<file path="src/rtl/multi_channel_light_timer.sv">
// Multi-channel signal-head phase timer: NUM_CH independent countdown channels
// whose green/yellow/clearance durations come from a runtime-writable table.
module multi_channel_light_timer #(
  parameter int NUM_CH     = 4,
  parameter int CNT_W      = 15,
  parameter int GREEN_DEF  = 5,
  parameter int YELLOW_DEF = 3,
  parameter int CLEAR_DEF  = 1
) (
  input  logic                    clk,
  input  logic                    reset,
  input  logic [NUM_CH-1:0]       start,
  input  logic [2*NUM_CH-1:0]     mode,
  input  logic [NUM_CH-1:0]       abort,
  input  logic                    pause,
  input  logic                    cfg_we,
  input  logic [3:0]              cfg_ch,
  input  logic [1:0]              cfg_mode,
  input  logic [CNT_W-1:0]        cfg_val,
  output logic [NUM_CH-1:0]       busy,
  output logic [NUM_CH-1:0]       done,
  output logic [NUM_CH-1:0]       err,
  output logic [CNT_W*NUM_CH-1:0] remaining
);

  typedef enum logic {
    IDLE = 1'b0,
    RUN  = 1'b1
  } state_e;

  localparam logic [1:0] MODE_INV = 2'd3;

  state_e           state_q [NUM_CH];
  state_e           state_d [NUM_CH];
  logic [CNT_W-1:0] rem_q   [NUM_CH];
  logic [CNT_W-1:0] rem_d   [NUM_CH];
  logic [CNT_W-1:0] dur_q   [NUM_CH][3];
  logic [CNT_W-1:0] dur_d   [NUM_CH][3];
  logic [NUM_CH-1:0] done_q, done_d;
  logic [NUM_CH-1:0] err_q,  err_d;

  function automatic logic [CNT_W-1:0] dur_default(input int m);
    case (m)
      0:       return CNT_W'(GREEN_DEF);
      1:       return CNT_W'(YELLOW_DEF);
      default: return CNT_W'(CLEAR_DEF);
    endcase
  endfunction

  // Matching on the full 4-bit index and on m in 0..2 drops out-of-range
  // channels and phase 3 without any explicit guard.
  always_comb begin
    for (int c = 0; c < NUM_CH; c++) begin
      for (int m = 0; m < 3; m++) begin
        dur_d[c][m] = dur_q[c][m];
        if (cfg_we && cfg_ch == 4'(c) && cfg_mode == 2'(m)) dur_d[c][m] = cfg_val;
      end
    end
  end

  always_comb begin
    logic [1:0]       m;
    logic [CNT_W-1:0] d;
    m = '0;
    d = '0;
    for (int k = 0; k < NUM_CH; k++) begin
      state_d[k] = state_q[k];
      rem_d[k]   = rem_q[k];
      done_d[k]  = 1'b0;
      err_d[k]   = 1'b0;
      m          = mode[2*k +: 2];
      d          = '0;
      // Starts read the registered table, so a same-cycle write is not yet seen.
      for (int j = 0; j < 3; j++) begin
        if (m == 2'(j)) d = dur_q[k][j];
      end

      if (abort[k]) begin
        state_d[k] = IDLE;
        rem_d[k]   = '0;
      end else begin
        if (start[k] && m == MODE_INV) err_d[k] = 1'b1;

        if (start[k] && m != MODE_INV) begin
          if (d == '0) begin
            state_d[k] = IDLE;
            rem_d[k]   = '0;
            done_d[k]  = 1'b1;
          end else begin
            state_d[k] = RUN;
            rem_d[k]   = d;
          end
        end else if (state_q[k] == RUN && !pause) begin
          if (rem_q[k] <= CNT_W'(1)) begin
            state_d[k] = IDLE;
            rem_d[k]   = '0;
            done_d[k]  = 1'b1;
          end else begin
            rem_d[k] = rem_q[k] - CNT_W'(1);
          end
        end
      end
    end
  end

  // NOTE: the duration table is state that must return to its defaults on reset,
  // so unlike a plain storage array it sits inside the reset branch.
  always_ff @(posedge clk or negedge reset) begin
    if (!reset) begin
      for (int k = 0; k < NUM_CH; k++) begin
        state_q[k] <= IDLE;
        rem_q[k]   <= '0;
        for (int m = 0; m < 3; m++) dur_q[k][m] <= dur_default(m);
      end
      done_q <= '0;
      err_q  <= '0;
    end else begin
      // NOTE: non-blocking so every flop samples the pre-edge _d values.
      for (int k = 0; k < NUM_CH; k++) begin
        state_q[k] <= state_d[k];
        rem_q[k]   <= rem_d[k];
        for (int m = 0; m < 3; m++) dur_q[k][m] <= dur_d[k][m];
      end
      done_q <= done_d;
      err_q  <= err_d;
    end
  end

  always_comb begin
    for (int k = 0; k < NUM_CH; k++) begin
      busy[k]                      = (state_q[k] == RUN);
      remaining[k*CNT_W +: CNT_W]  = rem_q[k];
    end
    done = done_q;
    err  = err_q;
  end

endmodule

</file>
<file path="config.mk">
export PLATFORM = sky130hd
export DESIGN_NAME = multi_channel_light_timer
export DESIGN_NICKNAME = d
export VERILOG_FILES = /design/src/rtl/multi_channel_light_timer.sv
export SDC_FILE = /design/constraint.sdc
export NUM_CORES = 1
export LEC_CHECK = 0
export CAP_MARGIN = 0
export CORE_ASPECT_RATIO = 0.6
export CORE_UTILIZATION = 52
export CTS_BUF_LIST = sky130_fd_sc_hd__clkbuf_16
export CTS_CLUSTER_DIAMETER = 200
export DETAILED_ROUTE_END_ITERATION = 6
export PLACE_DENSITY = 0.76
export SYNTH_ARGS = -nofsm -noshare
export SYNTH_HDL_FRONTEND = slang
export SYNTH_SLANG_ARGS = --single-unit
</file>
<file path="constraint.sdc">
create_clock -name clk -period 2.6 [get_ports clk]
set_clock_uncertainty 0.1 [all_clocks]
set_input_delay 0.39 -clock clk [delete_from_list [all_inputs] [get_ports clk]]
set_output_delay 0.39 -clock clk [all_outputs]
set_load 0.005 [all_outputs]
</file>
# Yosys cells after proc, flatten, opt, wreduce, memory -nomap -nowiden
# Index checks and enable logic that the tools add are counted.
[totals]
in_bits = 41
romBits = 0
memories = 0
wordCells = 182
output_inout_bits = 72
latchBits = 0
ff_bits = 252
ram_bits = 0
[op_classes]
bitwise = 0
magnitude_cmp = 4
div = 0
mul = 0
n_mux = 80
eq_ne = 21
reduce_logical = 51
add_sub_neg = 4
n_shift = 0
[op_table]
columns = ["operator", "count"]
rows = [
  ["$mux W15", 32],
  ["$le A15 B1 Y1 const B", 4],
  ["$logic_not A15 Y1", 4],
  ["$sub A15 B1 Y15 const B", 4],
  ["$mux W1", 48],
  ["$logic_and A1 B1 Y1", 28],
  ["$reduce_bool A3 Y1", 8],
  ["$eq A2 B2 Y1 const B", 9],
  ["$eq A2 B1 Y1 const B", 5],
  ["$logic_not A2 Y1", 5],
  ["$eq A4 B2 Y1 const B", 2],
  ["$ne A2 B2 Y1 const B", 4],
  ["$reduce_and A2 Y1", 4],
  ["$eq A4 B1 Y1 const B", 1],
  ["$logic_not A4 Y1", 1],
  ["$logic_not A1 Y1", 1],
]

# Depth between registers and ports, before layout
# Gate-level depths: netlist (run 1).
[depth]
ltp_word = 8
mapped_depth = 9
ltp_nobuf = 8

# Worst setup path after synthesis (run 1)
# OpenSTA, ideal clock, no wires.
[synth_path]
path_kind = "flip-flop to flip-flop"
start = "register rem_q, in the netlist remaining[18]"
end = "register rem_q, in the netlist remaining[29]"
path_buffers = 2
required_time_ns = 2.413
t_arrival_ns = 2.541
path_slack_ns = -0.128
period_less_slack_ns = 2.728
setup_ns = 0.087
stages_incl_launch_ff = 9
cell_sequence = "dfrtp_1 -> or4_1 -> buf_2 -> or4_1 -> buf_2 -> or4_4 -> nor3_2 -> a21oi_1 -> a211oi_2"
[synth_between]
elab_chain_len = 5
elab_cells_between_ends = 6
classes_between = "add/sub: 1; order compare: 1; mux: 4"
[synth_lines]
columns = ["item", "line", "rtl"]
rows = [
  ["start: declaration", "35", "logic [CNT_W-1:0] rem_q [NUM_CH];"],
  ["start signal: indexed assignment", "121", "rem_q[k] <= rem_d[k];"],
  ["$sub A15 B1 Y15 / $le A15 B1 Y1 (equally long branches)", "99, 94", ""],
  ["$mux W15 *", "94", "if (rem_q[k] <= CNT_W'(1)) begin"],
  ["$mux W15 *", "93", "end else if (state_q[k] == RUN && !pause) begin"],
  ["$mux W15 *", "84", "if (start[k] && m != MODE_INV) begin"],
  ["$mux W15 *", "78", "if (abort[k]) begin"],
]
# Every way passes the cells marked *; elsewhere a longest branch is shown, timed or not. The select of a mux whose other input is x is not followed.
# A chain may end at the register's enable or synchronous reset.

# Worst setup path after layout (run 1)
[layout_path]
start = "input mode[4]"
end = "register done_q[2] (netlist: done[2])"
[layout_between]
elab_chain_len = 8
elab_cells_between_ends = 12
classes_between = "eq/ne: 3; mux: 6; reduce/logical: 3"
[layout_lines]
columns = ["item", "line", "rtl"]
rows = [
  ["start: declaration", "13", "input logic [2*NUM_CH-1:0] mode,"],
  ["$logic_not A2 Y1", "75", "if (m == 2'(j)) d = dur_q[k][j];"],
  ["$mux W15 (3 in series)", "75", ""],
  ["$logic_not A15 Y1", "85", "if (d == '0) begin"],
  ["$mux W1", "85", ""],
  ["$mux W1 *", "84", ""],
  ["$mux W1 *", "78", ""],
  ["via done_d[2]", "39", "logic [NUM_CH-1:0] done_q, done_d;"],
  ["end signal: assignment", "124", "done_q <= done_d;"],
  ["end: declaration", "39", ""],
]
# Mark *: on every way through the listed nets, which the timed path passes. The rest lies on a longest branch.

==> flow_summary.toml, run 1 <==
[layout]
postLayoutCellArea_um2 = 15300
fin_util = 0.659
instances_no_fill = 1570
final_nets = 1288
fillers = 1765
drive_above_1_share = 0.276
area.growth.synth_to_final_pct = 23.4
insertedDiodeCount = 0

[power]
power_density_nw_per_um2 = 797
p_sw_frac = 0.306
power_frac_comb = 0.294
cell_internal_pwr_mw = 8.48
leakage_nw = 6.93
irDropWorstVdd_uv = 423
seqPwrFrac = 0.405
power_frac_clock = 0.301
power_mw = 12.2
power.switching_mw = 3.73

[timing]
finalHoldViolCount = 0
grt_setup_unrepaired = "no"
finalCritPeriodShare = 0.983
finalSetupViolations = 0
slew_violations = 0
finalCriticalPeriod_ns = 2.56
fin_setup_tns_ns = 0
setup_slack_ns = 0.0449
max_slew_margin = 0.160
fmax_ghz = 0.391
hold_ws_ns = 0.288
worstMarginPinSlew_ns = 1.26

[placed_design]
gp_congestion = 0.925
portBuffers = 112
place_area_um2 = 14500
place_inst = 1528
pre_cts_ws_ns = -0.372
dp_hpwl_um = 23500

[synth]
synth-seq-cells = 252
yosysWarnings = 0
synth_edf_count = 0
ys_types = 64
netlist_instances = 1074
syn_nets = 1123
ys_seq_area_frac = 0.510
avgSynthCellArea_um2 = 11.6
async_flop_share = 1.00
syn-cell-area_um2 = 12400
ys.flop_type = "dfrtp_1"

[clock_network]
clock-sinks = 252
ctsLongestPathBuffers = 3
cts_made_buffers = 23
cts_tree = "yes"
cts-root-buf = "clkbuf_16"
htreeDepth = 1
path_clk_slew_ns = 0.07
clk_latency_ns = 0.51

[flow_run]
drv_cap = 0

[route]
drc = 0
wl_per_cell_um = 21.2
drt_wl_total_um = 33200
drtIter0Drc = 824
vias_per_cell = 6.08
routed-via-count = 9548
antenna_left = 0
first_pass_iters = 5

[min_path]
hold_class = "input pin to asynchronous set/reset pin"

[critical_path]
cp_max_fo = 15
worstPathArrival_ns = 2.80
end_kind = "flop"
worstPathRequired_ns = 2.85
r2r-start = "remaining[57]"
path_class = "input pin to flop"
critical_path.startpoint = "mode[4]"
crit_path_start_kind = "input pin"

[die]
die_h_um = 122
start_util = 0.534
core.rowCount = 43
die_x_um = 201
core_region_area_um2 = 23200
io_pins = 113
dieArea_um2 = 24500

[global_routing]
grt_pass1_vias = 9255
grt_antenna_before_repair = 1
grt.overflow.total = 0
grt_max_degree = 61
grt_usage = 0.272
grt_pass1_wl_um = 52300

[run_status]
outcome = "completed"
worst max-delay path, cell delays in order:
cell and delay, ns:
clkdlybuf4s50_1 0.58, nor2b_1 0.30, o2bb2ai_1 0.27, nor4_1 0.44, nand4_1 0.23, a2111oi_1 0.58
power by group through the flow:
stage	Clock [mW]	Sequential [mW]	Combinational, mW
2_1_floorplan	0	4.96	2.07
3_3_place_gp	0	4.98	3.40
3_5_place_dp	0	5.01	3.48
4_1_cts	3.72	4.94	3.51
5_1_grt	3.86	5.02	3.89
6_report	3.67	4.95	3.59
sequential cells by signal, summed over array words and instances (netlist names):
name	cells
err	4
remaining	60
busy	4
dur_q	180
done	4
per-layer routing:
metal,part of all wire,vias up,global-route usage
met5,0,-,0
li1,-,4341,-
met2,0.42,375,0.394
met1,0.49,4776,0.430
met4,0.019,0,0.0549
met3,0.074,56,0.0428
area by class of cell:
cell class,instances,area [µm²],area share
Tap cell,315,394,0.0257
Clock inverter,18,230,0.0150
Sequential cell,252,6330,0.414
Timing Repair Buffer,206,1910,0.125
Inverter,13,48.8,0.00319
Multi-Input combinational cell,743,5820,0.380
Clock buffer,23,576,0.0376
synth_stat cells, types with 11 or more instances:
cell type  count  area share
nor2b_1       11      0.0055
dfstp_2       20       0.042
o2bb2ai_1     60       0.042
mux2i_1       62       0.050
mux2_2       182        0.17
nor4_1        20       0.010
inv_1         13      0.0039
a21oi_1       20      0.0081
dfrtp_1      232        0.47
or3_1         13      0.0066
a221o_1       19       0.015
clkbuf_1      62       0.019
nor3_1        30       0.012
o21ai_0       50       0.020
nor2_1        73       0.022
nand2_1       69       0.021
a22oi_1       12      0.0073
logic make-up (layout without fill, tap and decap cells):
group / count (synthesis) / count (layout) / share of synthesized area
xor gates and xnor gates: 8 / 8 / 0.00565
adders and majority gates: 8 / 8 / 0.00807
AOI/OAI and AO/OA: 213 / 213 / 0.129
muxes: 244 / 244 / 0.215
buffers and inverters: 79 / 260 / 0.0241
DFF: 252 / 252 / 0.510
and+or+nand+nor: 270 / 270 / 0.108
path summary, 6_finish.rpt:
path                       slack [ns]  depth (start not counted)       endpoint
min in group clk                 0.40                          1     dur_q[115]
setup / recovery                 0.04                          6        done[2]
hold / removal                   0.29                          2  remaining[48]
hold reg to reg                  0.40                          1     dur_q[115]
setup reg to reg                 0.10                          6  remaining[49]
max in group asynchronous        1.36                          3     dur_q[151]
cells in the final DEF (no fill, tap or decap), types with 23 or more instances in the layout:
cell type | netlist | routed
dfrtp_1 | 232 | 232
mux2_2 | 182 | 182
clkdlybuf4s50_1 | 0 | 111
buf_4 | 0 | 86
nor2_1 | 73 | 73
nand2_1 | 69 | 69
mux2i_1 | 62 | 62
o2bb2ai_1 | 60 | 60
o21ai_0 | 50 | 48
nor3_1 | 30 | 28
clkbuf_16 | 0 | 23
repair_timing:
item / CTS / global route
endpoints found under the hold margin: 46 / 0
hold buffers: 1 / 0
endpoints found under the setup margin: 0 / 16
buffers inserted: 0 / 0
resized for setup: 0 / 6
Power figures use the tool's default switching activity.
==> inputs of run 2 (changes only) <==
--- a/config.mk
+++ b/config.mk
@@ -7,11 +7,10 @@
 export LEC_CHECK = 0
 export CAP_MARGIN = 0
 export CORE_ASPECT_RATIO = 0.6
-export CORE_UTILIZATION = 52
+export CORE_UTILIZATION = 40
 export CTS_BUF_LIST = sky130_fd_sc_hd__clkbuf_16
 export CTS_CLUSTER_DIAMETER = 200
 export DETAILED_ROUTE_END_ITERATION = 6
-export PLACE_DENSITY = 0.76
 export SYNTH_ARGS = -nofsm -noshare
 export SYNTH_HDL_FRONTEND = slang
 export SYNTH_SLANG_ARGS = --single-unit
==> flow_summary.toml, run 2 (synthesis gave the netlist of run 1 again) <==
[route]
drt_wl_total_um = 34200
antenna_left = 0
drc = 0
wl_per_cell_um = 20.4
routed-via-count = 9481
first_pass_iters = 7
vias_per_cell = 5.65
drtIter0Drc = 937

[clock_network]
clock-sinks = 252
clk_latency_ns = 0.54
path_clk_slew_ns = 0.07
ctsLongestPathBuffers = 3
cts-root-buf = "clkbuf_16"
cts_tree = "yes"
cts_setup_buffers = 0
cts_made_buffers = 26
htreeDepth = 1

[layout]
regMostFlops = "dur_q"
multi_input_area_um2 = 5820
drive_above_1_share = 0.280
postLayoutCellArea_um2 = 15700
area.growth.synth_to_final_pct = 26.2
fin_util = 0.518
largest_register_ffs = 180
final_cell_mix = "232 x dfrtp_1, 182 x mux2_2, 111 x clkdlybuf4s50_1, 87 x buf_4, 73 x nor2_1"
final_nets = 1298
fillers = 2673
final_common_cell = "dfrtp_1"
instances_no_fill = 1678
final-seq-area_um2 = 6330

[global_routing]
grt_usage = 0.216
grt_pass1_wl_um = 54200
grt_pass1_vias = 9317
grt_max_degree = 61
grt.overflow.total = 0
grt_antenna_before_repair = 0

[timing]
setup_slack_ns = 0.0660
fmax_ghz = 0.395
slew_violations = 0
finalSetupViolations = 0
finalHoldViolCount = 0
hold_ws_ns = 0.289
max_slew_margin = 0.219
finalCritPeriodShare = 0.975
fin_setup_tns_ns = 0
worstMarginPinSlew_ns = 1.17
grt_setup_unrepaired = "yes"
finalCriticalPeriod_ns = 2.53

[power]
power_density_nw_per_um2 = 798
cell_internal_pwr_mw = 8.68
p_sw_frac = 0.305
power_frac_clock = 0.316
seqPwrFrac = 0.394
power_frac_comb = 0.291
leakage_nw = 7.04
power_mw = 12.5
power.switching_mw = 3.81
irDropWorstVdd_uv = 438

[placed_design]
place_area_um2 = 14700
pre_cts_ws_ns = -0.391
gp_congestion = 0.910
dp_hpwl_um = 24300
place_inst = 1628
portBuffers = 112

[flow_run]
drv_cap = 0

[critical_path]
worstPathRequired_ns = 2.92
cp_top_family = "simple AND/OR/NAND/NOR gates"
path_class = "flop to flop"
end_kind = "flop"
cp_cell_sequence = "or3_1 > or2_2 > or4_1 > nand2_1 > o31ai_1 > a221o_1"
crit_path_start_kind = "flop"
worstPathArrival_ns = 2.86
slowest_delay_ns = 0.61
cp_num_buf_inv = 0
worst_path_max_delay_cell = "or4_1"
cp_max_fo = 6

[run_status]
outcome = "completed"

[die]
core_region_area_um2 = 30200
core.rowCount = 49
die_x_um = 229
start_util = 0.410
dieArea_um2 = 31700
io_pins = 113
die_h_um = 138

[min_path]
hold_class = "input pin to asynchronous set/reset pin"
run 2: changes by cell type in the layout (fill, tap and decap cells not counted), sizes merged:
cell	previous run	this run
clkbuf	23	27
diode	0	1
bufinv	6	5
clkinv	8	9
inv	17	20
buf	94	101
run 2: final cells by class:
cell class | instances | share of cell area
repair buffers | 213 | 0.131
diodes | 1 | 0.000160
multi-input cells | 743 | 0.372
inverters | 13 | 0.00312
well taps | 408 | 0.0326
clock inverters | 21 | 0.0139
flip-flops and latches | 252 | 0.404
clock buffers | 27 | 0.0432
run 2: what timing repair did:
action                                 in CTS  in global routing
resized for setup                           0                  7
hold buffers                                1                  0
setup endpoints to repair                   0                 13
endpoints found under the hold margin      48                  0
run 2: path summary, 6_finish.rpt:
kind	end	start	slack [ns]	depth (start not counted)
max in group asynchronous	dur_q[106]	reset	1.34	3
min in group clk	dur_q[117]	dur_q[117]	0.40	1
worst min register to register	dur_q[117]	dur_q[117]	0.40	1
worst max-delay path	remaining[49]	remaining[57]	0.07	6
worst max register to register	remaining[49]	remaining[57]	0.07	6
worst min-delay path	dur_q[35]	reset	0.29	2
run 2: power by group through the flow:
stage / sequential, mW / combinational (mW) / clock, mW
5_1_grt: 5.00 / 3.97 / 4.19
3_5_place_dp: 4.98 / 3.58 / 0
2_1_floorplan: 4.96 / 2.07 / 0
4_1_cts: 4.91 / 3.60 / 4.02
3_3_place_gp: 4.97 / 3.52 / 0
6_report: 4.92 / 3.63 / 3.94
run 2: per-layer routing:
| layer | GRT usage | vias up | wire (µm) |
|---|---|---|---|
| li1 | - | 4364 | - |
| met5 | 0 | - | 0 |
| met2 | 0.310 | 252 | 14300 |
| met3 | 0.0462 | 32 | 2030 |
| met4 | 0.0330 | 0 | 462 |
| met1 | 0.336 | 4833 | 17400 |
==> inputs of run 3 (changes only) <==
--- a/config.mk
+++ b/config.mk
@@ -6,7 +6,7 @@
 export NUM_CORES = 1
 export LEC_CHECK = 0
 export CAP_MARGIN = 0
-export CORE_ASPECT_RATIO = 0.6
+export CORE_ASPECT_RATIO = 1.75
 export CORE_UTILIZATION = 40
 export CTS_BUF_LIST = sky130_fd_sc_hd__clkbuf_16
 export CTS_CLUSTER_DIAMETER = 200
==> flow_summary.toml, run 3 (synthesis gave the netlist of run 1 again) <==
[critical_path]
rrSetupSlack_ns = 0.08
crit_path_start_kind = "flop"
worstPathRequired_ns = 2.94
worstPathArrival_ns = 2.87
end_kind = "flop"
path_class = "flop to flop"
reg2reg_depth = 6
r2r-start = "remaining[24]"
r2r_end = "remaining[29]"
cp_max_fo = 7

[layout]
largest_register_ffs = 180
area.growth.synth_to_final_pct = 26.8
drive_above_1_share = 0.297
fin_util = 0.514
multi_input_area_um2 = 5830
final_nets = 1319
final_cell_mix = "232 x dfrtp_1, 182 x mux2_2, 112 x buf_4, 111 x clkdlybuf4s50_1, 73 x nor2_1"
final_common_cell = "dfrtp_1"
insertedDiodeCount = 0
regMostFlops = "dur_q"
final-seq-area_um2 = 6330
instances_no_fill = 1679
fillers = 2739

[power]
irDropWorstVdd_uv = 606
power_mw = 12.4
leakage_nw = 7.09
power_density_nw_per_um2 = 791

[route]
wl_per_cell_um = 20.0
routed-via-count = 9339
antenna_left = 0
first_pass_iters = 5
vias_per_cell = 5.56
drc = 0
drtIter0Drc = 406
drt_wl_total_um = 33600

[timing]
finalSetupViolations = 0
slew_violations = 0
max_slew_margin = 0.179
fin_setup_tns_ns = 0
worstMarginPinSlew_ns = 1.23
grt_setup_unrepaired = "no"
setup_slack_ns = 0.0751
finalCritPeriodShare = 0.971
finalCriticalPeriod_ns = 2.52
finalHoldViolCount = 0
fmax_ghz = 0.396

[clock_network]
clk_latency_ns = 0.53
clock-sinks = 252
htreeDepth = 1
ctsLongestPathBuffers = 3
path_clk_slew_ns = 0.06
cts-root-buf = "clkbuf_16"
cts_tree = "yes"
cts_made_buffers = 25

[global_routing]
grt_max_degree = 63
grt.overflow.total = 0
grt_usage = 0.217
grt_pass1_wl_um = 54000
grt_pass1_vias = 9715
grt_antenna_before_repair = 0

[die]
die_x_um = 135
io_pins = 113
start_util = 0.405
die_h_um = 235
dieArea_um2 = 31800
core_region_area_um2 = 30600
core.rowCount = 85

[min_path]
hold_class = "input pin to asynchronous set/reset pin"

[placed_design]
portBuffers = 112
gp_congestion = 0.932
place_inst = 1631
dp_hpwl_um = 24500
pre_cts_ws_ns = -0.319

[flow_run]
drv_cap = 0

[run_status]
outcome = "completed"
-- run 3: stage by stage --
step	hold slack [ns]	cell area (µm²)
after floorplan	-0.00559	12400
after global placement	0.252	14800
after detailed placement	0.251	14800
after CTS	0.274	15700
after global routing	0.318	15700
final	0.275	15700
-- run 3: worst max-delay path: stages (launching register included) --
cell and delay [ns]:
dfrtp_1 0.41, or4_4 0.56, or4_4 0.55, or4_4 0.44, nor3_2 0.11, a21oi_1 0.08
a211oi_2 0.19
-- run 3: what timing repair did --
item,4_1_cts,5_1_grt
endpoints found under the hold margin,48,0
gates cloned,0,0
hold buffers,1,0
buffers inserted,2,0
pin swaps,1,1
gates resized for setup,0,7
endpoints found under the setup margin,8,8
-- run 3: worst max path at each step --
stage	from	endpoint	slack, ns	cells after the start
6_report	remaining[24]	remaining[29]	0.08	6
4_1_cts	remaining[11]	remaining[14]	0.01	6
3_3_place_gp	mode[4]	done[2]	-0.32	6
5_1_grt	remaining[16]	remaining[28]	0.01	7
2_1_floorplan	remaining[20]	remaining[29]	-0.005	8
3_5_place_dp	mode[4]	done[2]	-0.32	6
-- run 3: metal layers --
| layer | global-route usage | up-vias | routed length [µm] |
|---|---|---|---|
| met2 | 0.400 | 189 | 18000 |
| met1 | 0.258 | 4707 | 13700 |
| met5 | 0 | - | 0 |
| li1 | - | 4397 | - |
| met3 | 0.0222 | 46 | 1080 |
| met4 | 0.0712 | 0 | 819 |
-- run 3: report_power, final --
| part | total [mW] | switching (mW) | internal [mW] |
|---|---|---|---|
| clock | 3.81 | 1.56 | 2.25 |
| combinational | 3.72 | 1.83 | 1.90 |
| sequential | 4.90 | 0.380 | 4.52 |
-- run 3: area by class of cell --
type,count,share of cell area
Multi-Input combinational cell,743,0.370
Timing Repair Buffer,235,0.138
Inverter,13,0.00310
Tap cell,391,0.0311
Clock inverter,20,0.0148
Sequential cell,252,0.402
Clock buffer,25,0.0398
